$ cat src/rtl/tx_ctrl_pkg.sv
// Shared transmit-control definitions: FSM state encoding and the framing constants
// that the receiver sync logic must match bit for bit.
package tx_ctrl_pkg;

    typedef enum logic [2:0] {
        ST_IDLE = 3'd0,
        ST_PRE  = 3'd1,
        ST_LEN  = 3'd2,
        ST_PAY  = 3'd3,
        ST_PAR  = 3'd4,
        ST_TAIL = 3'd5
    } tx_state_e;

    localparam int         TX_PRE_LEN   = 8;
    localparam logic [7:0] TX_PRE_PAT   = 8'b1010_1011;
    localparam int         TX_TAIL_BITS = 2;

    function automatic int tx_max(input int a, input int b);
        return (a > b) ? a : b;
    endfunction

endpackage

$ cat src/rtl/tx_bit_timer.sv
// Bit-period divider: counts 0..BIT_DIV-1 while a frame runs and strobes bit_en_o
// in the last cycle of every bit period.
module tx_bit_timer #(
    parameter int BIT_DIV = 16
) (
    input  logic clk,
    input  logic reset,
    input  logic clear_i,
    input  logic run_i,
    output logic bit_en_o
);

    localparam int            CW  = $clog2(BIT_DIV);
    localparam logic [CW-1:0] TOP = CW'(BIT_DIV - 1);

    logic [CW-1:0] cnt_q, cnt_d;

    always_comb begin
        cnt_d = cnt_q;
        if (clear_i || !run_i) begin
            cnt_d = '0;
        end else if (cnt_q == TOP) begin
            cnt_d = '0;
        end else begin
            cnt_d = cnt_q + 1'b1;
        end
    end

    always_ff @(posedge clk) begin
        if (reset) begin
            cnt_q <= '0;
        end else begin
            cnt_q <= cnt_d;
        end
    end

    assign bit_en_o = run_i && (cnt_q == TOP);

endmodule

$ cat src/rtl/tx_frame_sequencer.sv
// Transmit frame sequencer: serialises preamble, length, payload, parity and flush
// tail into the encoder input, one bit per BIT_DIV clocks.
module tx_frame_sequencer
    import tx_ctrl_pkg::*;
#(
    parameter int                 DATA_W    = 8,
    parameter int                 LEN_W     = 4,
    parameter int                 BIT_DIV   = 16,
    parameter int                 PRE_LEN   = TX_PRE_LEN,
    parameter logic [PRE_LEN-1:0] PRE_PAT   = PRE_LEN'(TX_PRE_PAT),
    parameter int                 TAIL_BITS = TX_TAIL_BITS
) (
    input  logic              clk,
    input  logic              reset,
    input  logic              start,
    input  logic [LEN_W-1:0]  frame_len,
    input  logic [DATA_W-1:0] s_data,
    input  logic              s_valid,
    output logic              s_ready,
    output logic              bit_o,
    output logic              bit_en,
    output logic              enc_reset,
    output logic              busy,
    output logic              done,
    output logic              underrun
);

    // One MSB-aligned shift register serves preamble, length and payload fields.
    localparam int SH_W  = tx_max(tx_max(PRE_LEN, LEN_W), DATA_W);
    localparam int MAXF  = tx_max(SH_W, TAIL_BITS);
    localparam int CNT_W = tx_max(1, $clog2(MAXF));

    tx_state_e         state_q, state_d;
    logic [CNT_W-1:0]  cnt_q, cnt_d;
    logic [LEN_W-1:0]  len_q, len_d;
    logic [LEN_W-1:0]  fetched_q, fetched_d;
    logic [DATA_W-1:0] wbuf_q, wbuf_d;
    logic              wbuf_full_q, wbuf_full_d;
    logic [SH_W-1:0]   sh_q, sh_d;
    logic              par_q, par_d;
    logic              bit_q, bit_d;

    logic start_acc;
    logic last_bit;
    logic field_end;
    logic final_word;
    logic boundary;
    logic load;
    logic shifting;

    tx_bit_timer #(
        .BIT_DIV (BIT_DIV)
    ) u_timer (
        .clk      (clk),
        .reset    (reset),
        .clear_i  (start_acc),
        .run_i    (state_q != ST_IDLE),
        .bit_en_o (bit_en)
    );

    assign start_acc  = (state_q == ST_IDLE) && start && (frame_len != '0);
    assign final_word = (fetched_q == len_q) && !wbuf_full_q;
    assign field_end  = bit_en && last_bit;
    assign boundary   = field_end &&
                        ((state_q == ST_LEN) || ((state_q == ST_PAY) && !final_word));
    assign load       = s_valid && s_ready;
    assign shifting   = (state_q == ST_PRE) || (state_q == ST_LEN) || (state_q == ST_PAY);

    always_comb begin
        last_bit = 1'b0;
        case (state_q)
            ST_PRE:  last_bit = (cnt_q == CNT_W'(PRE_LEN - 1));
            ST_LEN:  last_bit = (cnt_q == CNT_W'(LEN_W - 1));
            ST_PAY:  last_bit = (cnt_q == CNT_W'(DATA_W - 1));
            ST_PAR:  last_bit = 1'b1;
            ST_TAIL: last_bit = (cnt_q == CNT_W'(TAIL_BITS - 1));
            default: last_bit = 1'b0;
        endcase
    end

    always_ff @(posedge clk) begin
        if (reset) begin
            state_q <= ST_IDLE;
        end else begin
            state_q <= state_d;
        end
    end

    // A missing word at any boundary skips straight to the tail, so parity is omitted.
    always_comb begin
        state_d = state_q;
        case (state_q)
            ST_IDLE: if (start_acc) state_d = ST_PRE;
            ST_PRE:  if (field_end) state_d = ST_LEN;
            ST_LEN:  if (field_end) state_d = wbuf_full_q ? ST_PAY : ST_TAIL;
            ST_PAY: begin
                if (boundary) begin
                    state_d = wbuf_full_q ? ST_PAY : ST_TAIL;
                end else if (field_end) begin
                    state_d = ST_PAR;
                end
            end
            ST_PAR:  if (field_end) state_d = ST_TAIL;
            ST_TAIL: if (field_end) state_d = ST_IDLE;
            default: state_d = ST_IDLE;
        endcase
    end

    always_comb begin
        busy      = (state_q != ST_IDLE);
        enc_reset = (state_q == ST_IDLE);
        s_ready   = busy && !wbuf_full_q && (fetched_q < len_q);
        done      = field_end && (state_q == ST_TAIL);
        underrun  = boundary && !wbuf_full_q;
    end

    assign bit_o = bit_q;

    always_comb begin
        len_d       = len_q;
        fetched_d   = fetched_q;
        wbuf_d      = wbuf_q;
        wbuf_full_d = wbuf_full_q;
        sh_d        = sh_q;
        cnt_d       = cnt_q;
        par_d       = par_q;
        bit_d       = bit_q;
        if (start_acc) begin
            len_d       = frame_len;
            fetched_d   = '0;
            wbuf_full_d = 1'b0;
            cnt_d       = '0;
            par_d       = 1'b0;
            sh_d        = SH_W'(PRE_PAT) << (SH_W - PRE_LEN);
            bit_d       = PRE_PAT[PRE_LEN-1];
        end else if (bit_en) begin
            if (state_q == ST_PAY) begin
                par_d = par_q ^ bit_q;
            end
            if (field_end) begin
                cnt_d = '0;
                case (state_d)
                    ST_LEN: begin
                        sh_d  = SH_W'(len_q) << (SH_W - LEN_W);
                        bit_d = len_q[LEN_W-1];
                    end
                    ST_PAY: begin
                        sh_d        = SH_W'(wbuf_q) << (SH_W - DATA_W);
                        bit_d       = wbuf_q[DATA_W-1];
                        wbuf_full_d = 1'b0;
                    end
                    ST_PAR:  bit_d = par_q ^ bit_q;
                    default: bit_d = 1'b0;
                endcase
            end else begin
                cnt_d = cnt_q + 1'b1;
                sh_d  = sh_q << 1;
                bit_d = shifting ? sh_q[SH_W-2] : 1'b0;
            end
        end
        // s_ready is low while the buffer is full, so this never collides with a drain.
        if (load) begin
            wbuf_d      = s_data;
            wbuf_full_d = 1'b1;
            fetched_d   = fetched_q + 1'b1;
        end
    end

    always_ff @(posedge clk) begin
        if (reset) begin
            cnt_q       <= '0;
            fetched_q   <= '0;
            wbuf_full_q <= 1'b0;
            bit_q       <= 1'b0;
        end else begin
            cnt_q       <= cnt_d;
            fetched_q   <= fetched_d;
            wbuf_full_q <= wbuf_full_d;
            bit_q       <= bit_d;
        end
    end

    always_ff @(posedge clk) begin
        len_q  <= len_d;
        wbuf_q <= wbuf_d;
        sh_q   <= sh_d;
        par_q  <= par_d;
    end

endmodule

$ cat config.mk
export PLATFORM = sky130hd
export DESIGN_NAME = tx_frame_sequencer
export DESIGN_NICKNAME = d
export VERILOG_FILES = /design/src/rtl/tx_ctrl_pkg.sv /design/src/rtl/tx_bit_timer.sv /design/src/rtl/tx_frame_sequencer.sv
export SDC_FILE = /design/constraint.sdc
export NUM_CORES = 1
export LEC_CHECK = 0
export ABC_CLOCK_PERIOD_IN_PS = 2700
export CAP_MARGIN = 20
export CORE_MARGIN = 2
export CORE_UTILIZATION = 30
export DETAILED_ROUTE_END_ITERATION = 16
export PLACE_DENSITY_LB_ADDON = 0.3
export SLEW_MARGIN = 5
export SYNTH_ARGS = -nofsm -noshare
export SYNTH_HDL_FRONTEND = slang
export SYNTH_SLANG_ARGS = --single-unit
$ cat constraint.sdc
create_clock -name clk -period 2.7 [get_ports clk]
set_clock_uncertainty 0.15 [all_clocks]
set_input_delay 0.405 -clock clk [delete_from_list [all_inputs] [get_ports clk]]
set_output_delay 0.405 -clock clk [all_outputs]
set_load 0.01 [all_outputs]
==> results.sh, run 1 <==
export IMPL_hold_viol=0
export IMPL_slew_violations=0
export IMPL_totalWireLength_um=4178
export IMPL_synth_top_family_by_area="simple AND/OR/NAND/NOR gates"
export IMPL_yosysTopAreaCell="dfxtp_1"
export IMPL_synthSimpleGateAreaFrac=0.2272
export IMPL_yosys_warnings=0
export IMPL_start_util=0.3107
export IMPL_cts_tree="yes"
export IMPL_cp_top_family="simple AND/OR/NAND/NOR gates"
export IMPL_yosysUniqueCellTypes=54
export IMPL_cts_buffers=5
export IMPL_maxCapViolCount=0
export IMPL_drc=0
export IMPL_synthTopCellsByArea="dfxtp_1, edfxtp_1, a21oi_1, ha_1, nor2_1"
export IMPL_clock_sinks=36
export IMPL_syn_inst=196
export IMPL_status="completed"
export IMPL_p_clk_frac=0.348
export IMPL_synth_xor_area_frac=0.02840
export IMPL_max_stage_delay_ns=0.52
export IMPL_min_period_over_period=0.9487
export IMPL_first_global_vias=1521
export IMPL_ant_nets=0
export IMPL_vdd_ir_drop_max_mv=0.2906
export IMPL_met2_length_um=1960
export IMPL_die_h_um=82.54
export IMPL_timing_slew_headroom=0.6969
export IMPL_ys_ff_latch=36
export IMPL_hold_path_class="reg2reg"
export IMPL_setup_viol=0
export IMPL_combinationalPowerShare=0.102
export IMPL_dp_hpwl_um=3127
export IMPL_drive_above_1_share=0.1568
export IMPL_pre_cts_ws_ns=0.04418
export IMPL_min_period_ns=2.562
export IMPL_core_um2=5956
export IMPL_finalNetCount=258
export IMPL_drt_met1_wl_um=1964
export IMPL_cp_slowest_cell="or4b_1"
export IMPL_root_buffer="clkbuf_8"
export IMPL_firstDrtPassIters=4
export IMPL_path_buf_inv=2
export IMPL_gp_congestion=0.8602
export IMPL_critPathKind="reg2out"
export IMPL_synth_commonest_cells="dfxtp_1, a21oi_1, nor2_1"
export IMPL_timing_fmax_mhz=390.4
export IMPL_portBuffers=22
export IMPL_ys_flop_type="dfxtp_1"
export IMPL_grt_max_degree=18
export IMPL_synthesis_nets=219
export IMPL_worst_ep_arrival_time_ns=2.01
export IMPL_p_int_w=0.0008066
export IMPL_sequentialPowerShare=0.550
export IMPL_grt_pass1_wl_um=7113
export IMPL_num_vias=1555
export IMPL_swShare=0.2382
export IMPL_h_tree_depth=2
export IMPL_syn_avg_cell_area_um2=9.441
export IMPL_routed_via_density=5.000
export IMPL_die_w_um=82.54
export IMPL_wire_per_inst_um=13.43
export IMPL_wl_met3_um=179
export IMPL_antenna_found_initial=0
export IMPL_yosys_area_top_type_share=0.2596
export IMPL_synth_fa_ha_area_frac=0.04733
export IMPL_worst_pin_slew_ns=0.4533
export IMPL_setup_ws_ns=0.1384
export IMPL_die_area_um2=6813
export IMPL_path_cells="or4b_1, nand4_4, nand2_2, buf_4, nor4_2, dlygate4sd2_1"
export IMPL_synth_edff_count=12
export IMPL_synthesis_area_um2=1851
export IMPL_ys_async_sr_fraction=0
export IMPL_startpoint_type="flip-flop"
export IMPL_p_switching_w=0.0002522
export IMPL_rows=28
export IMPL_clk_path_buf_depth=2
export IMPL_power_density_nw_per_um2=449.7
export IMPL_synthToLayoutAreaGrowth_pct=27.25
export IMPL_crit_fanout=5
export IMPL_initialDrtViolationCount=95
export IMPL_diodes=0
export IMPL_ys_seq_area_frac=0.4544
export IMPL_synth_mux_area_frac=0.03786
export IMPL_end_kind="output pin"
export IMPL_clkTransAtPathRegs_ns=0.07
export IMPL_clock_latency_ns=0.28
export IMPL_holdWs_ns=0.2937
export IMPL_grt_overflow=0
export IMPL_track_usage=0.1375
export IMPL_synth_compound_area_frac=0.1515
export IMPL_crit_required_ns=2.14
export IMPL_p_leak_nw=0.9263
export IMPL_yosysMostFrequentCell="dfxtp_1"
export IMPL_routed_top_layer="met4"
export IMPL_io_pins=23
-- stage by stage --
step	std cells	setup TNS [ns]	area, µm²	power, W	util
floorplan	196	0	1851	0.0006444	-
global placement	303	0	2242	0.0007012	0.3765
detailed placement	303	0	2242	0.0007014	0.3765
CTS	311	0	2328	0.001073	0.3910
global route	311	-0.01397	2355	0.001113	0.3954
finish	311	0	2355	0.001059	0.3954
-- path summary, 6_finish.rpt --
check | from | to | slack, ns | cells past startpoint
max | state_q[2] | done | 0.14 | 6
min reg2reg | u_timer.cnt_q[0] | u_timer.cnt_q[0] | 0.29 | 1
max reg2reg | state_q[2] | sh_q[3] | 0.23 | 8
min | u_timer.cnt_q[0] | u_timer.cnt_q[0] | 0.29 | 1
-- placed cells by master (no fill, tap or decap), types with 6 or more instances in the layout --
cell	n
o21ai_0	6
a21oi_1	19
nand2_1	18
clkdlybuf4s50_1	19
buf_4	17
nand3_1	8
dfxtp_1	24
nor2_1	19
edfxtp_1	12
inv_1	9
mux2i_1	7
ha_1	7
-- layer usage --
metal,up-vias,GRT usage
met4,0,0.05902
li1,787,-
met1,724,0.1836
met5,-,0
met2,38,0.2169
met3,6,0.02609
-- power groups by stage --
stage          Clock [W]  Combinational (W)  Sequential, W
5_1_grt         0.000409           0.000120       0.000584
2_1_floorplan          0          0.0000525       0.000592
4_1_cts         0.000382           0.000108       0.000582
6_report        0.000368           0.000108       0.000583
3_3_place_gp           0           0.000106       0.000595
3_5_place_dp           0           0.000107       0.000595
-- logic make-up (layout without fill, tap and decap cells) --
| kind of cell | Yosys count | in the layout |
|---|---|---|
| AO/OA/AOI/OAI | 44 | 44 |
| adder cells (fa/ha/maj) | 7 | 7 |
| buffers and inverters | 20 | 60 |
| AND/OR/NAND/NOR | 76 | 76 |
| XOR/XNOR | 6 | 6 |
| flip-flops | 36 | 36 |
| multiplexers | 7 | 7 |
-- flip-flops by register name, indices dropped and copies added, names as in the netlist, 3 cells and up --
register	cells
wbuf_q	8
sh_q	7
fetched_q	4
len_q	4
u_timer.cnt_q	4
cnt_q	3
state_q	3
-- final cells by class --
type | count | area [µm²]
Clock buffer | 6 | 72.57
Clock inverter | 2 | 11.26
Fill cell | 630 | 3601
Inverter | 13 | 48.80
Multi-Input combinational cell | 140 | 939.7
Sequential cell | 36 | 840.8
Tap cell | 75 | 93.84
Timing Repair Buffer | 39 | 347.8
-- timing repair --
item,in CTS,in global routing
hold buffers,0,0
resized for setup,4,6
setup buffers,0,0
endpoints found under the setup margin,3,10
(Power assumes the default switching activity.)
==> inputs of run 2 (changes only) <==
--- a/config.mk
+++ b/config.mk
@@ -14,4 +14,5 @@
 export SLEW_MARGIN = 5
 export SYNTH_ARGS = -nofsm -noshare
 export SYNTH_HDL_FRONTEND = slang
+export SYNTH_HIERARCHICAL = 1
 export SYNTH_SLANG_ARGS = --single-unit
==> run 2 against run 1 <==
Combinational power hardly changed; sequential power hardly changed; critical path depth is 1 higher; final area is 3.6% higher; die area is 6.0% higher; synthesized cell count is 0.51% lower; largest cell class unchanged; total power is 0.39% lower; sequential share of layout area is 1.2 points lower; routed wire length is 3.4% higher; setup slack better by 0.011 ns; register-to-register slack hardly changed.
==> results.sh, run 2 <==
export IMPL_layout_cells_non_filler=312
export IMPL_yosysMostFrequentCell="dfxtp_1"
export IMPL_crit_required_ns=2.14
export IMPL_slew_violations=0
export IMPL_ys_ff_latch=36
export IMPL_hold_viol=0
export IMPL_die_h_um=84.97
export IMPL_sequentialPowerShare=0.553
export IMPL_syn_avg_cell_area_um2=10.09
export IMPL_met3_usage=0.03405
export IMPL_hold_path_class="reg2reg"
export IMPL_startpoint_type="flip-flop"
export IMPL_p_switching_w=0.0002438
export IMPL_mostFrequentLayoutCells="dfxtp_1, clkdlybuf4s50_1, buf_4"
export IMPL_dp_hpwl_um=3328
export IMPL_worst_pin_slew_ns=0.4485
export IMPL_core_um2=6350
export IMPL_ys_seq_area_frac=0.4275
export IMPL_synthToLayoutAreaGrowth_pct=24.05
export IMPL_power_density_nw_per_um2=432.3
export IMPL_clock_sinks=36
export IMPL_grt_busiest_layer="met2"
export IMPL_rsz0062_at_grt="false"
export IMPL_ys_async_sr_fraction=0
export IMPL_cts_buffers=5
export IMPL_totalWireLength_um=4320
export IMPL_ant_nets=0
export IMPL_initialDrtViolationCount=88
export IMPL_io_pins=23
export IMPL_worst_ep_arrival_time_ns=2.00
export IMPL_worstSetupStartpoint="state_q[2]"
export IMPL_routed_via_density=5.083
export IMPL_largest_reg_flops=8
export IMPL_synthesis_nets=218
export IMPL_diodes=0
export IMPL_pre_cts_ws_ns=0.03455
export IMPL_die_w_um=84.97
export IMPL_synthesis_area_um2=1967
export IMPL_p_leak_nw=0.9894
export IMPL_drive_above_1_share=0.2043
export IMPL_setup_ws_ns=0.1498
export IMPL_die_area_um2=7220
export IMPL_wire_per_inst_um=13.85
export IMPL_crit_end="underrun"
export IMPL_cts_hold_buf=0
export IMPL_nFillCells=637
export IMPL_rows=29
export IMPL_place_inst=304
export IMPL_swShare=0.2312
export IMPL_p_total_w=0.001055
export IMPL_yosysTopAreaCell="dfxtp_1"
export IMPL_p_int_w=0.0008109
export IMPL_timing_slew_headroom=0.7004
export IMPL_rr_endpoint="sh_q[0]"
export IMPL_grt_max_degree=13
export IMPL_drc=0
export IMPL_top_register="wbuf_q"
export IMPL_grt_pass1_wl_um=6927
export IMPL_final_common_cell="dfxtp_1"
export IMPL_gp_congestion=0.8228
export IMPL_syn_inst=195
export IMPL_root_buffer="clkbuf_8"
export IMPL_firstDrtPassIters=5
export IMPL_worstRegToRegCells=8
export IMPL_combinationalPowerShare=0.104
export IMPL_synthTopCellsByArea="dfxtp_1, edfxtp_1, ha_1, nor2_1, buf_6"
export IMPL_num_vias=1586
export IMPL_grt_overflow=0
export IMPL_clkTransAtPathRegs_ns=0.07
export IMPL_status="completed"
export IMPL_postCtsSetupRepairBufs=0
export IMPL_yosys_area_top_type_share=0.2443
export IMPL_cts_tree="yes"
export IMPL_synth_commonest_cells="dfxtp_1, nor2_1, inv_1"
export IMPL_vdd_ir_drop_max_mv=0.2116
export IMPL_fin_util=0.3842
export IMPL_min_period_over_period=0.9445
export IMPL_end_kind="output pin"
export IMPL_setup_viol=0
export IMPL_finalSetupTns_ns=0
export IMPL_start_util=0.3098
export IMPL_regToRegStartpoint="state_q[1]"
export IMPL_h_tree_depth=2
export IMPL_maxCapViolCount=0
export IMPL_clock_latency_ns=0.28
export IMPL_ys_flop_type="dfxtp_1"
export IMPL_first_global_vias=1478
export IMPL_reg2reg_slack_ns=0.22
export IMPL_largest_registers="wbuf_q x8, sh_q x7"
export IMPL_clk_path_buf_depth=2
export IMPL_use_met1=0.1610
export IMPL_p_clk_frac=0.343
export IMPL_use_met2=0.1911
export IMPL_track_usage=0.1219
export IMPL_yosysUniqueCellTypes=57
export IMPL_min_period_ns=2.550
export IMPL_timing_fmax_mhz=392.1
export IMPL_antenna_found_initial=0
export IMPL_portBuffers=22
export IMPL_critPathKind="reg2out"
export IMPL_finalNetCount=257
export IMPL_synth_edff_count=12
export IMPL_yosys_warnings=6
export IMPL_crit_fanout=5
run 2: repair_timing:
item	in CTS	in global routing
setup endpoints to repair	2	1
gates resized for setup	4	1
gates cloned	0	0
run 2: through the flow:
step | cell area [µm²] | hold WS [ns]
2_1_floorplan | 1967 | 0.2675
3_3_place_gp | 2351 | 0.2838
3_5_place_dp | 2351 | 0.2920
4_1_cts | 2437 | 0.3019
5_1_grt | 2440 | 0.3152
6_report | 2440 | 0.2952
run 2: power by group through the flow:
stage	combinational (W)	clock, W	sequential, W
2_1_floorplan	0.0000592	0	0.000591
3_3_place_gp	0.000110	0	0.000595
3_5_place_dp	0.000110	0	0.000595
4_1_cts	0.000111	0.000377	0.000583
5_1_grt	0.000121	0.000395	0.000584
6_report	0.000110	0.000362	0.000583
run 2: how the worst min path moves through the flow:
stage	startpoint	endpoint	slack [ns]	depth (start not counted)
after detailed placement	u_timer/cnt_q[0]	u_timer/cnt_q[0]	0.29	1
after global routing	u_timer/cnt_q[0]	u_timer/cnt_q[0]	0.32	1
after floorplan	u_timer/cnt_q[0]	u_timer/cnt_q[0]	0.27	1
final	u_timer/cnt_q[0]	u_timer/cnt_q[0]	0.30	1
after CTS	u_timer/cnt_q[0]	u_timer/cnt_q[0]	0.30	1
after global placement	u_timer/cnt_q[0]	u_timer/cnt_q[0]	0.28	1
run 2: logic make-up after synthesis:
group           after synthesis  share of synthesized area
compound gates               46                     0.1858
simple gates                 71                     0.2233
mux                           4                    0.02036
fa+ha+maj                     7                    0.04453
buf+inv                      24                    0.06743
flops                        36                     0.4275
xor+xnor                      7                    0.03117
run 2: worst max-delay path, cell delays in order (launching register included):
cell           delay (ns)
dfxtp_2              0.38
nor3b_1              0.21
buf_4                0.15
o21bai_4             0.06
a21oi_1              0.22
o21ai_2              0.11
nor4_2               0.27
dlygate4sd2_1        0.31
run 2: area by class of cell:
type / instances / area (µm²) / area share
Timing Repair Buffer: 41 / 362.8 / 0.1487
Inverter: 15 / 57.56 / 0.02359
Tap cell: 77 / 96.34 / 0.03949
Clock buffer: 7 / 76.32 / 0.03128
Multi-Input combinational cell: 135 / 999.7 / 0.4097
Clock inverter: 1 / 5.005 / 0.002051
Sequential cell: 36 / 842.1 / 0.3451
run 2: metal layers:
metal	vias to the layer above	wire, µm
met5	-	0
met3	6	238
li1	801	-
met1	728	2075
met4	0	69
met2	51	1937
